==> config.mk <==
export PLATFORM = sky130hd
export DESIGN_NAME = fetch_sequencer
export DESIGN_NICKNAME = d
export VERILOG_FILES = /design/src/rtl/fetch_sequencer.sv
export SDC_FILE = /design/constraint.sdc
export NUM_CORES = 1
export LEC_CHECK = 0
export CAP_MARGIN = 10
export CORE_MARGIN = 2
export CORE_UTILIZATION = 48
export DETAILED_ROUTE_END_ITERATION = 8
export PLACE_DENSITY = 0.83
export SETUP_SLACK_MARGIN = 0.2
export SYNTH_ARGS = -nofsm -noshare
export SYNTH_HDL_FRONTEND = slang
export SYNTH_SLANG_ARGS = --single-unit
==> constraint.sdc <==
create_clock -name Clk -period 6.8 [get_ports Clk]
set_input_delay 1.36 -clock Clk [delete_from_list [all_inputs] [get_ports Clk]]
set_output_delay 1.36 -clock Clk [all_outputs]
set_load 0.02 [all_outputs]
==> src/rtl/fetch_sequencer.sv <==
// Program-counter sequencer for the instruction ROM: start, stall, jump,
// relative branch and halt control, with run status and cycle count.
module fetch_sequencer #(
  parameter int unsigned D          = 12,
  parameter logic [D-1:0] START_ADDR = '0,
  parameter int unsigned CNT_W      = 16
) (
  input  logic             Clk,
  input  logic             Reset,
  input  logic             Start,
  input  logic             Stall,
  input  logic             Halt,
  input  logic             JumpEn,
  input  logic             JumpRel,
  input  logic [D-1:0]     Target,
  output logic [D-1:0]     PrgCtr,
  output logic             FetchValid,
  output logic             Busy,
  output logic             Done,
  output logic             WrapErr,
  output logic [CNT_W-1:0] CycleCnt
);

  typedef enum logic [1:0] {
    IDLE = 2'd0,
    RUN  = 2'd1,
    DONE = 2'd2
  } state_e;

  state_e           state_q, state_d;
  logic [D-1:0]     pc_q, pc_d;
  logic [CNT_W-1:0] cnt_q, cnt_d;
  logic             wrap_q, wrap_d;

  always_ff @(posedge Clk) begin
    if (Reset) begin
      state_q <= IDLE;
      pc_q    <= START_ADDR;
      cnt_q   <= '0;
      wrap_q  <= 1'b0;
    end else begin
      state_q <= state_d;
      pc_q    <= pc_d;
      cnt_q   <= cnt_d;
      wrap_q  <= wrap_d;
    end
  end

  always_comb begin
    state_d = state_q;
    pc_d    = pc_q;
    cnt_d   = cnt_q;
    wrap_d  = wrap_q;
    unique case (state_q)
      IDLE: begin
        pc_d = START_ADDR;
        if (Start) begin
          state_d = RUN;
          cnt_d   = '0;
          wrap_d  = 1'b0;
        end
      end
      RUN: begin
        if (cnt_q != '1) cnt_d = cnt_q + 1'b1;
        if (Halt) begin
          state_d = DONE;
        end else if (Stall) begin
          pc_d = pc_q;
        end else if (JumpEn) begin
          // Target is already D bits wide, so the D-bit add is the
          // sign-extended, modulo-2**D relative branch.
          pc_d = JumpRel ? pc_q + Target : Target;
        end else begin
          pc_d = pc_q + 1'b1;
          if (pc_q == '1) wrap_d = 1'b1;
        end
      end
      DONE: begin
        if (Start) begin
          state_d = RUN;
          pc_d    = START_ADDR;
          cnt_d   = '0;
          wrap_d  = 1'b0;
        end
      end
      default: begin
        state_d = IDLE;
        pc_d    = START_ADDR;
      end
    endcase
  end

  assign PrgCtr     = pc_q;
  assign FetchValid = (state_q == RUN);
  assign Busy       = (state_q == RUN);
  assign Done       = (state_q == DONE);
  assign WrapErr    = wrap_q;
  assign CycleCnt   = cnt_q;

endmodule

==> impl_metrics.json, run 1 <==
{
  "status": "completed",
  "clockRootBuffer": "clkbuf_8",
  "power_density_nw_per_um2": 141.0,
  "h-tree-depth": 2,
  "grt_start_max_net_pins": 22,
  "worstSkewPairLatency_ns": 0.28,
  "post_cts_resized": 0,
  "wl_um": 5894,
  "path_cells": "clkdlybuf4s50_1, ha_1, fa_1, a21o_1, a21o_1, a211oi_1, o21ai_0, a211o_1, a21oi_1",
  "via_count": 2383,
  "regToRegSetupSlack_ns": 4.39,
  "grt_pass1_wl_um": 9818,
  "synthArstFlopShare_pct": 0,
  "clk_pin_slew_ns": 0.06,
  "critPathMaxStageDelay_ns": 0.42,
  "multi_input_area_um2": 1580,
  "dr.first_iter.drc_count": 137,
  "worstSetupPathType": "input port to flip-flop",
  "yosys.area_share.adder_pct": 7.939,
  "wire_per_inst_um": 14.77,
  "worstPathRequired_ns": 7.00,
  "ios": 51,
  "dr.pass1.iters": 4,
  "seq_area_frac_synth_pct": 26.97,
  "synth.area.mux_share_pct": 2.284,
  "skew_ns": 0.004027,
  "critPathBufInv": 1,
  "p_leak_uw": 0.001081,
  "path_depth": 9,
  "hpwl_um": 4401,
  "diodes": 0,
  "tns_ns": 0,
  "synthCells": 298,
  "final-setup-viol-count": 0,
  "cts.sinks": 31,
  "ant_nets": 0,
  "numCtsBuffers": 5,
  "synth_cell_type_count": 54,
  "hold_violations": 0,
  "critPathTopFamily": "compound AO/OA/AOI/OAI gates",
  "layout_commonest_cell": "clkdlybuf4s50_1",
  "gr-total-overflow": 0,
  "avgSynthCellArea_um2": 7.721,
  "slew_headroom_pct": 51.65,
  "fmax_mhz": 287.7,
  "start_util_pct": 49.37,
  "track_usage_pct": 23.20,
  "endpoint": "PrgCtr[8]$_SDFFE_PP0P_",
  "fill_cells": 396,
  "post_cts_buffers": 0,
  "synthesis.area_um2": 2301,
  "areaGrowthSynthToFinish_pct": 26.81,
  "ys_warn_count": 0,
  "synth_top_family_by_area": "simple AND/OR/NAND/NOR gates",
  "synth-seq-cells": 31,
  "antenna_found_initial": 0,
  "slew_viol_final": 0,
  "synthSimpleGateAreaFrac_pct": 26.05,
  "tightest_slew_ns": 0.7229,
  "grt_pass1_vias": 2174,
  "path_common_cell": "a21o_1",
  "die_h_um": 73.24,
  "stdcell_count": 399,
  "synth_edf_count": 0,
  "critPathMaxFanout": 3,
  "critPathLaunch": "Target[0]",
  "crit_path_top_delay_cell": "clkdlybuf4s50_1",
  "drc": 0,
  "cts_tree": "built",
  "synth_nets": 331,
  "synth_flop_cell": "dfxtp_1",
  "fp-row-count": 25,
  "cp.arrival_ns": 3.68,
  "cap_violations": 0,
  "reg2reg_to": "PrgCtr[9]$_SDFFE_PP0P_",
  "ir_drop_uv": 128.2,
  "rsz0062_at_grt": "no",
  "gp_congestion": 0.9174,
  "nNetsFinal": 377,
  "synth-compound-area-share_pct": 25.94,
  "coreArea_um2": 4661,
  "r2r-start": "PrgCtr[6]$_SDFFE_PP0P_",
  "min_period_ns": 3.476,
  "final_cell_mix": "50 x clkdlybuf4s50_1, 31 x dfxtp_1, 28 x a21oi_1",
  "fin_crit_sh_pct": 51.12,
  "dp.cells": 391,
  "die_w_um": 73.24,
  "clockBufferDepth": 2,
  "startpoint_type": "input port",
  "synthXorXnorAreaFrac_pct": 6.471,
  "via_per_inst": 5.972,
  "rr_worst_depth": 7,
  "seq_area_um2": 620.6,
  "portBuffers": 50,
  "drive_above_1_share_pct": 4.058,
  "worstSetupEndpointType": "flip-flop",
  "dieArea_um2": 5363,
  "hold_class": "flip-flop to flip-flop",
  "ctsHoldBuffers": 0
}
synthesized netlist by cell type, types with 3 or more instances:
library cell	n	share of area, %
dfxtp_1	31	27
a21oi_1	28	6.1
nor2_1	27	4.4
o21ai_0	23	5.0
nand2_1	22	3.6
ha_1	13	7.1
or3_1	12	3.3
inv_1	11	1.8
nand3_1	11	2.4
xnor2_1	9	3.4
clkbuf_1	8	1.3
nor3_1	8	1.7
xor2_1	8	3.0
nand4_1	7	1.9
a211oi_1	6	2.0
a21o_1	6	2.0
a221oi_1	5	1.9
and3_1	5	1.4
nand2b_1	5	1.4
mux2i_1	3	1.3
nor2b_1	3	0.82
o211ai_1	3	0.98
worst reg2reg max path: stages (launching register included):
cell and delay, ns:
dfxtp_1 0.52, ha_1 0.35, a211o_1 0.31, or2_1 0.22, o221ai_1 0.35, o21ai_0 0.17
xnor2_1 0.15, a221oi_1 0.25
flip-flops by register name, indices dropped and copies added, names as in the netlist:
| signal | count |
|---|---|
| CycleCnt | 16 |
| PrgCtr | 12 |
| WrapErr | 1 |
| state_q | 2 |
routing by layer:
metal	wire [µm]	global-route usage, %
met5	0	0
met4	63	8.848
met3	370	4.696
met2	2806	36.54
met1	2654	31.13
metrics by stage:
step | worst slack, ns | total power, µW | area (µm²) | util, % | hold WS [ns]
6_report | 3.324 | 411.4 | 2918 | 62.60 | 0.4768
5_1_grt | 3.096 | 430.2 | 2918 | 62.60 | 0.5423
4_1_cts | 3.350 | 414.5 | 2918 | 62.60 | 0.4871
3_5_place_dp | 3.060 | 255.0 | 2818 | 60.46 | 0.4719
3_3_place_gp | 3.112 | 253.9 | 2818 | 60.46 | 0.4620
2_1_floorplan | 3.649 | 229.8 | 2301 | - | 0.4857
final cells by class:
class                      instances  share of cell area (%)
clock buffer                       8                   3.431
sequential                        31                   21.27
timing repair buffer              51                   17.41
tap                               54                   2.316
inverter                          11                   1.415
multi-input combinational        244                   54.16
worst min path at each step:
stage,from,endpoint,slack [ns],cells after the start
after CTS,WrapErr$_SDFFE_PP0P_,WrapErr$_SDFFE_PP0P_,0.49,2
final,WrapErr$_SDFFE_PP0P_,WrapErr$_SDFFE_PP0P_,0.48,2
after floorplan,state_q[0]$_SDFFE_PP0P_,CycleCnt[1]$_SDFFE_PP0P_,0.49,2
after global placement,WrapErr$_SDFFE_PP0P_,WrapErr$_SDFFE_PP0P_,0.46,2
after global routing,CycleCnt[13]$_SDFFE_PP0P_,CycleCnt[13]$_SDFFE_PP0P_,0.54,2
after detailed placement,WrapErr$_SDFFE_PP0P_,WrapErr$_SDFFE_PP0P_,0.47,2
logic make-up after synthesis:
logic type      after synthesis
compound gates               92
xor+xnor                     17
fa+ha+maj                    14
buf+inv                      23
flops                        31
mux                           5
simple gates                116
power by group:
part	switching (µW)	internal, µW
logic	36.2	28.8
registers	3.08	184
clock network	67.2	92.3
Note: power is estimated with default switching activity, not from simulation.
==> inputs of run 2 (changes only) <==
==> constraint.sdc (replaced) <==
create_clock -name Clk -period 3.31 [get_ports Clk]
set_input_delay 0.662 -clock Clk [delete_from_list [all_inputs] [get_ports Clk]]
set_output_delay 0.662 -clock Clk [all_outputs]
set_load 0.02 [all_outputs]
==> impl_metrics.json, run 2 (synthesized netlist as in run 1, its figures left out) <==
{
  "drive_above_1_share_pct": 4.899,
  "clockRootBuffer": "clkbuf_8",
  "via_count": 2399,
  "min_period_ns": 2.741,
  "critPathLaunch": "Target[0]",
  "final-setup-viol-count": 0,
  "ctsHoldBuffers": 0,
  "die_w_um": 73.24,
  "slew_viol_final": 0,
  "worstSkewPairLatency_ns": 0.29,
  "dr.max_layer_used": "met4",
  "hold_slack_ns": 0.4747,
  "postPlaceCellArea_um2": 2833,
  "worstPathRequired_ns": 3.54,
  "hpwl_um": 4677,
  "largest_reg_flops": 16,
  "drc": 0,
  "grt_start_max_net_pins": 17,
  "met2_wirelength_um": 2983,
  "fp-row-count": 25,
  "dieArea_um2": 5363,
  "worstSetupPathType": "input port to flip-flop",
  "regToRegSetupSlack_ns": 0.89,
  "nNetsFinal": 379,
  "areaGrowthSynthToFinish_pct": 26.97,
  "grt_pass1_wl_um": 10010,
  "layout_commonest_cell": "clkdlybuf4s50_1",
  "numCtsBuffers": 5,
  "post_cts_buffers": 0,
  "skew_ns": 0.007829,
  "dr.first_iter.drc_count": 117,
  "critPathMaxFanout": 3,
  "endpoint": "PrgCtr[8]$_SDFFE_PP0P_",
  "clockBufferDepth": 2,
  "grt_pass1_vias": 2213,
  "tightest_slew_ns": 0.6612,
  "h-tree-depth": 2,
  "hold_path_startpoint": "WrapErr$_SDFFE_PP0P_",
  "ios": 51,
  "utilization_pct": 62.68,
  "met1_length_um": 2764,
  "ir_drop_uv": 274.4,
  "cts.sinks": 31,
  "gr-total-overflow": 0,
  "final_area_um2": 2922,
  "portBuffers": 50,
  "gp_congestion": 0.8812,
  "startpoint_type": "input port",
  "worstSetupEndpointType": "flip-flop",
  "status": "completed",
  "post_cts_resized": 0,
  "clk_pin_slew_ns": 0.07,
  "die_h_um": 73.24,
  "fmax_mhz": 364.9,
  "ant_nets": 0,
  "dr.pass1.iters": 4,
  "via_per_inst": 5.983,
  "fin_total_pwr_uw": 825.5,
  "antenna_found_initial": 0,
  "start_util_pct": 49.37,
  "r2r-start": "PrgCtr[6]$_SDFFE_PP0P_",
  "rr_worst_depth": 7,
  "cts_tree": "built",
  "slew_headroom_pct": 55.68,
  "coreArea_um2": 4661,
  "fin_crit_sh_pct": 82.80,
  "final_cell_mix": "50 x clkdlybuf4s50_1, 31 x dfxtp_1, 28 x a21oi_1",
  "hold_violations": 0,
  "tns_ns": 0,
  "diodes": 0,
  "wire_per_inst_um": 15.55,
  "wl_um": 6236,
  "cap_violations": 0,
  "reg2reg_to": "PrgCtr[11]$_SDFFE_PP0P_",
  "p_leak_uw": 0.001079,
  "cp.arrival_ns": 2.97,
  "power_density_nw_per_um2": 282.5,
  "rsz0062_at_grt": "no",
  "hold_class": "flip-flop to flip-flop",
  "met3_length_um": 423,
  "track_usage_pct": 24.04
}
[run 2: routing by layer]
metal,up-vias,global-route usage (%)
met2,75,40.54
met5,-,0
met3,7,5.663
met1,1118,30.20
li1,1199,-
met4,0,7.407
[run 2: final cells by class]
cell class,count,area (µm²)
repair buffers,53,523.0
clock buffers,5,68.82
fillers,417,1739
inverters,11,41.29
well taps,54,67.56
multi-input cells,244,1580
flip-flops and latches,31,620.6
clock inverters,3,20.02
[run 2: metrics by stage]
stage	worst slack, ns	instances
floorplan	0.8566	298
global placement	0.3422	393
detailed placement	0.2931	393
CTS	0.5835	401
global route	0.4240	401
finish	0.5692	401
[run 2: worst min path at each step]
stage	depth (start not counted)	to	slack [ns]
floorplan	2	CycleCnt[1]$_SDFFE_PP0P_	0.49
global placement	2	WrapErr$_SDFFE_PP0P_	0.46
detailed placement	2	WrapErr$_SDFFE_PP0P_	0.46
CTS	2	WrapErr$_SDFFE_PP0P_	0.48
global route	2	WrapErr$_SDFFE_PP0P_	0.51
finish	2	WrapErr$_SDFFE_PP0P_	0.47
[run 2: report_power, final]
| group | leakage [µW] | switching [µW] | total [µW] | internal [µW] |
|---|---|---|---|---|
| clock network | 0.0000402 | 159 | 306 | 146 |
| logic | 0.000789 | 75.6 | 136 | 60.8 |
| registers | 0.000250 | 6.34 | 384 | 377 |
| total | 0.00108 | 241 | 825 | 584 |
[run 2: critical path, cell delays in order]
cell	delay [ns]
clkdlybuf4s50_1	0.42
ha_1	0.25
fa_1	0.41
a21o_1	0.19
a21o_1	0.20
a211oi_1	0.29
o21ai_0	0.11
a211o_1	0.30
a21oi_1	0.13
==> inputs of run 3 (changes only) <==
--- a/config.mk
+++ b/config.mk
@@ -7,7 +7,7 @@
 export LEC_CHECK = 0
 export CAP_MARGIN = 10
 export CORE_MARGIN = 2
-export CORE_UTILIZATION = 48
+export CORE_UTILIZATION = 46
 export DETAILED_ROUTE_END_ITERATION = 8
 export PLACE_DENSITY = 0.83
 export SETUP_SLACK_MARGIN = 0.2
==> constraint.sdc (replaced) <==
create_clock -name Clk -period 2.5 [get_ports Clk]
set_input_delay 0.5 -clock Clk [delete_from_list [all_inputs] [get_ports Clk]]
set_output_delay 0.5 -clock Clk [all_outputs]
set_load 0.02 [all_outputs]
==> impl_metrics.json, run 3 (synthesized netlist as in run 1, its figures left out) <==
{
  "areaGrowthSynthToFinish_pct": 41.00,
  "gp_congestion": 0.8703,
  "layout_commonest_cell": "clkdlybuf4s50_1",
  "tns_ns": 0,
  "start_util_pct": 48.08,
  "hold_path_startpoint": "WrapErr$_SDFFE_PP0P_",
  "coreArea_um2": 4786,
  "r2r-start": "PrgCtr[1]$_SDFFE_PP0P_",
  "portBuffers": 50,
  "final-setup-viol-count": 0,
  "seq_area_um2": 620.6,
  "skew_ns": 0.002879,
  "cts_tree": "built",
  "power_density_nw_per_um2": 343.6,
  "status": "completed",
  "drc": 0,
  "fin_total_pwr_uw": 1115,
  "critPathMaxStageDelay_ns": 0.44,
  "slew_headroom_pct": 67.14,
  "hold_class": "flip-flop to flip-flop",
  "antenna_found_initial": 0,
  "worstSetupPathType": "input port to flip-flop",
  "critPathMaxFanout": 4,
  "cp.arrival_ns": 2.48,
  "wire_per_inst_um": 14.93,
  "ant_nets": 0,
  "drive_above_1_share_pct": 15.92,
  "clockBufferDepth": 2,
  "worstSetupEndpointType": "flip-flop",
  "rr_worst_depth": 7,
  "crit_path_top_delay_cell": "clkdlybuf4s50_1",
  "hpwl_um": 4872,
  "fp-row-count": 25,
  "slew_viol_final": 0,
  "dr.first_iter.drc_count": 176,
  "critPathTopFamily": "compound AO/OA/AOI/OAI gates",
  "worstPathRequired_ns": 2.73,
  "fmax_mhz": 444.6,
  "fill_cells": 390,
  "h-tree-depth": 2,
  "ctsHoldBuffers": 0,
  "final_cell_mix": "42 x clkdlybuf4s50_1, 33 x buf_4, 31 x dfxtp_1",
  "track_usage_pct": 25.09,
  "dieArea_um2": 5584,
  "grt_start_max_net_pins": 19,
  "postPlaceCellArea_um2": 3067,
  "ios": 51,
  "use_met1_pct": 32.20,
  "busiest_layer": "met2",
  "critPathBufInv": 2,
  "grtUsageMet3_pct": 6.426,
  "startpoint_type": "input port",
  "min_period_ns": 2.249,
  "via_per_inst": 5.741,
  "clk_pin_slew_ns": 0.07,
  "p_leak_uw": 0.001276,
  "fin_crit_sh_pct": 89.96,
  "grt_pass1_vias": 2441,
  "worstSkewPairLatency_ns": 0.29,
  "hold_end": "WrapErr$_SDFFE_PP0P_",
  "cts.sinks": 31,
  "diodes": 0,
  "rsz0062_at_grt": "yes",
  "wl_um": 6628,
  "die_w_um": 74.73,
  "dr.pass1.iters": 5,
  "path_cells": "clkdlybuf4s50_1, ha_1, o21ai_1, nor2_1, o221ai_1, buf_4, o31a_1, a32o_1, nor3_2",
  "nNetsFinal": 409,
  "hold_violations": 0,
  "gr-total-overflow": 0,
  "clockRootBuffer": "clkbuf_8",
  "die_h_um": 74.73,
  "hold_depth": 2,
  "grt_pass1_wl_um": 10880,
  "ir_drop_uv": 339.6,
  "final_area_um2": 3244,
  "largest_reg_flops": 16,
  "numCtsBuffers": 5,
  "tightest_slew_ns": 0.4884,
  "use_met2_pct": 41.00,
  "regToRegSetupSlack_ns": 0.39,
  "cap_violations": 0,
  "multi_input_area_um2": 1660,
  "via_count": 2549,
  "reg2reg_to": "PrgCtr[3]$_SDFFE_PP0P_"
}
## run 3: cell types whose count changed in the layout (fill, tap and decap cells not counted), sizes merged
cell / before / now
clkbuf: 5 / 6
dlymetal6s2s: 0 / 4
buf: 3 / 33
clkinvlp: 2 / 1
dlygate4sd2: 0 / 4
clkdlybuf4s50: 50 / 42
## run 3: area by class of cell
cell class / instances / share of cell area [%]
multi-input combinational: 244 / 51.18
timing repair buffer: 83 / 23.22
sequential: 31 / 19.13
tap: 67 / 2.584
clock buffer: 6 / 2.237
inverter: 11 / 1.273
clock inverter: 2 / 0.3857
## run 3: where the power goes
group / switching (µW) / internal, µW
registers: 8.41 / 500
logic: 111 / 99.9
clock network: 202 / 194
## run 3: worst reg2reg max path: cells and delay by family (launching register included)
family	cells	cell delay (ns)
DFF	1	0.53
adders and majority gates	1	0.27
AOI/OAI and AO/OA	4	1.00
buffers and inverters	1	0.14
and+or+nand+nor	1	0.10
## run 3: timing repair
| action | CTS | global route |
|---|---|---|
| setup endpoints to repair | 9 | 7 |
| endpoints found under the hold margin | 0 | 0 |
| pin swaps | 14 | 6 |
| setup buffers | 1 | 0 |
| resized for setup | 14 | 10 |
| gates cloned | 0 | 0 |
## run 3: metrics by stage
stage	utilization (%)	hold slack [ns]	setup WS, ns	cells
global route	67.79	0.5439	0.1915	444
CTS	67.22	0.5046	0.2015	444
detailed placement	64.08	0.4898	-0.3167	435
finish	67.79	0.5006	0.2509	444
global placement	64.08	0.4878	-0.2664	435
floorplan	-	0.4857	0.2086	298
## run 3: metal layers
metal | part of all wire (%) | up-vias | routed length (µm)
met5 | 0 | - | 0
met4 | 2.5 | 0 | 165
met3 | 8.0 | 20 | 528
met2 | 46 | 105 | 3069
met1 | 43 | 1177 | 2863
li1 | - | 1247 | -
## run 3: worst max path at each step
stage | from | endpoint | slack [ns] | cells after the start
after floorplan | Target[0] | PrgCtr[8]$_SDFFE_PP0P_ | 0.21 | 8
after global placement | Target[0] | PrgCtr[8]$_SDFFE_PP0P_ | -0.27 | 9
after detailed placement | Target[0] | PrgCtr[8]$_SDFFE_PP0P_ | -0.32 | 9
after CTS | Target[3] | PrgCtr[11]$_SDFFE_PP0P_ | 0.20 | 9
after global routing | Target[3] | PrgCtr[11]$_SDFFE_PP0P_ | 0.19 | 9
final | Target[3] | PrgCtr[11]$_SDFFE_PP0P_ | 0.25 | 9
==> patch (flow settings as in run 3) <==
Change the parameter `D` from 12 to 18.
--- a/src/rtl/fetch_sequencer.sv
+++ b/src/rtl/fetch_sequencer.sv
@@ -2,5 +2,5 @@
 // relative branch and halt control, with run status and cycle count.
 module fetch_sequencer #(
-  parameter int unsigned D          = 12,
+  parameter int unsigned D          = 18,
   parameter logic [D-1:0] START_ADDR = '0,
   parameter int unsigned CNT_W      = 16
Interface: changed (resized PrgCtr and Target); port bits go from 51 to 63. The function was not compared with the original's and may differ.
==> patch against run 3 <==
Hold slack got worse by 23 ps; cell area is 35% higher; total power increased by 29%; wire length grew 47%; synthesized area is 31% higher; worst setup slack got worse by 17 ps; largest cell class unchanged; sequential cell count is 6 higher.
==> patch: results (changes against run 3) <==
[cts]
cts.htree.levels = 2  ; unchanged
clockRootBuffer = clkbuf_8
clock_latency_of_the_later_clocked_register_in_the_worst_skew_pair_ps = 300
cts_buffers = 5  ; unchanged
cts_max_path_buffers = 2  ; unchanged

[critical_path]
r2r_slack_ps = 280  ; -110 ps
critical-path-slowest-cell = ha_1
cp_data_arrival_time_ps = 2460  ; -20 ps
critical_path.max_stage_delay_ps = 320  ; -120 ps

[grt]
wire_length_of_the_first_global_routing_pass_um = 15550  ; +43%
groute.usage.overall_pct = 25.86  ; +0.77 points
number_of_antenna_violations_at_the_first_check_in_global_routing = 0  ; unchanged
vias_in_the_first_global_route = 3337  ; +37%

[detailed_routing]
detailedRoute.firstPassIterationCount = 5  ; unchanged
drt_iter0_markers = 361  ; +110%
via_count = 3517  ; +38%
finalWirelength_um = 9767  ; +47%

[run_status]
outcome = completed

[place]
dpl_cell_area_um2 = 4039  ; +32%
io_buffers = 62  ; +24%
hpwl_um = 6993  ; +44%
routabilityCongestion = 0.8794  ; +1.0%

[yosys]
post_synth_num_cell_types = 61  ; +13%
synth_warn = 0  ; unchanged
seq_area_frac_synth_pct = 24.49  ; -2.5 points
synthesized_nets = 442  ; +34%
most_frequent_cells_after_synthesis = nor2_1, a21oi_1, dfxtp_1
postSynth.asyncResetShare_pct = 0  ; unchanged
synthTopCellsByArea = dfxtp_1, ha_1, a21oi_1, nor2_1, xor2_1

[power]
p_int_mw = 0.9799  ; +23%
total_leakage_power_nw = 1.762  ; +38%
power.ir.vdd_worst_uv = 222.2  ; -35%

[layout]
post_route_cells_drive_above_1_share_pct = 21.91  ; +6.0 points
layout.nets = 546  ; +33%
largest_register_ffs = 18  ; +2

[sta]
timing.clock.skew_ps = 9.774  ; +6.895 ps
timing_worst_slew_pin_value_ps = 691.6  ; +203.2 ps

==> patch: timing repair <==
item | 4_1_cts | 5_1_grt
buffers inserted | 1 | 2
endpoints found under the setup margin | 14 | 12
pin swaps | 23 | 20
resized for setup | 31 | 21
hold endpoints to repair | 0 | 0
==> patch: path summary, 6_finish.rpt <==
kind / to / cells after the start / from
min: WrapErr / 2 / WrapErr
max: PrgCtr[11] / 10 / Target[1]
max reg2reg: PrgCtr[11] / 9 / PrgCtr[6]
min reg2reg: WrapErr / 2 / WrapErr
==> patch: critical path, delay by kind of cell <==
kind            cells  cell delay [ps]
compound gates      6             1050
buf+inv             2              350
xor+xnor            1              240
fa+ha+maj           1              320
==> patch: cell families (layout without fill, tap and decap cells) <==
kind of cell	Yosys count	in the layout	synth area share, %
compound gates	114	114	24.04
xor+xnor	28	28	8.109
fa+ha+maj	20	20	8.523
buf+inv	28	133	3.806
flops	37	37	24.49
mux	8	8	2.937
simple gates	162	162	28.09
==> patch: stage by stage <==
stage	hold slack, ps	std cells	setup slack [ps]
after floorplan	498.2	397	222.1
after global placement	463.1	568	-331.3
after detailed placement	463.9	568	-408.4
after CTS	483.8	577	207.9
after global routing	534.3	579	160.0
final	477.8	579	234.0
==> patch: power groups by stage <==
stage | clock network (mW) | logic (mW) | registers [mW]
3_3_place_gp | 0 | 0.338 | 0.625
4_1_cts | 0.445 | 0.364 | 0.611
3_5_place_dp | 0 | 0.349 | 0.625
5_1_grt | 0.473 | 0.419 | 0.614
6_report | 0.438 | 0.391 | 0.612
2_1_floorplan | 0 | 0.188 | 0.631
==> patch: final cells by class <==
type | instances | area (um2)
inverter | 12 | 45.04
fill | 512 | 1963
tap | 77 | 96.34
clock inverter | 3 | 21.27
clock buffer | 5 | 68.82
sequential | 37 | 744.5
multi-input combinational | 332 | 2414
timing repair buffer | 113 | 997.2
==> patch: per-layer routing <==
layer	GRT usage (%)	wire, um	vias to the layer above	share of wire, %
met2	44.32	4852	164	50
met3	4.280	626	27	6.4
met1	32.02	4042	1670	41
li1	-	-	1656	-
met5	0	0	-	0
met4	10.82	246	0	2.5
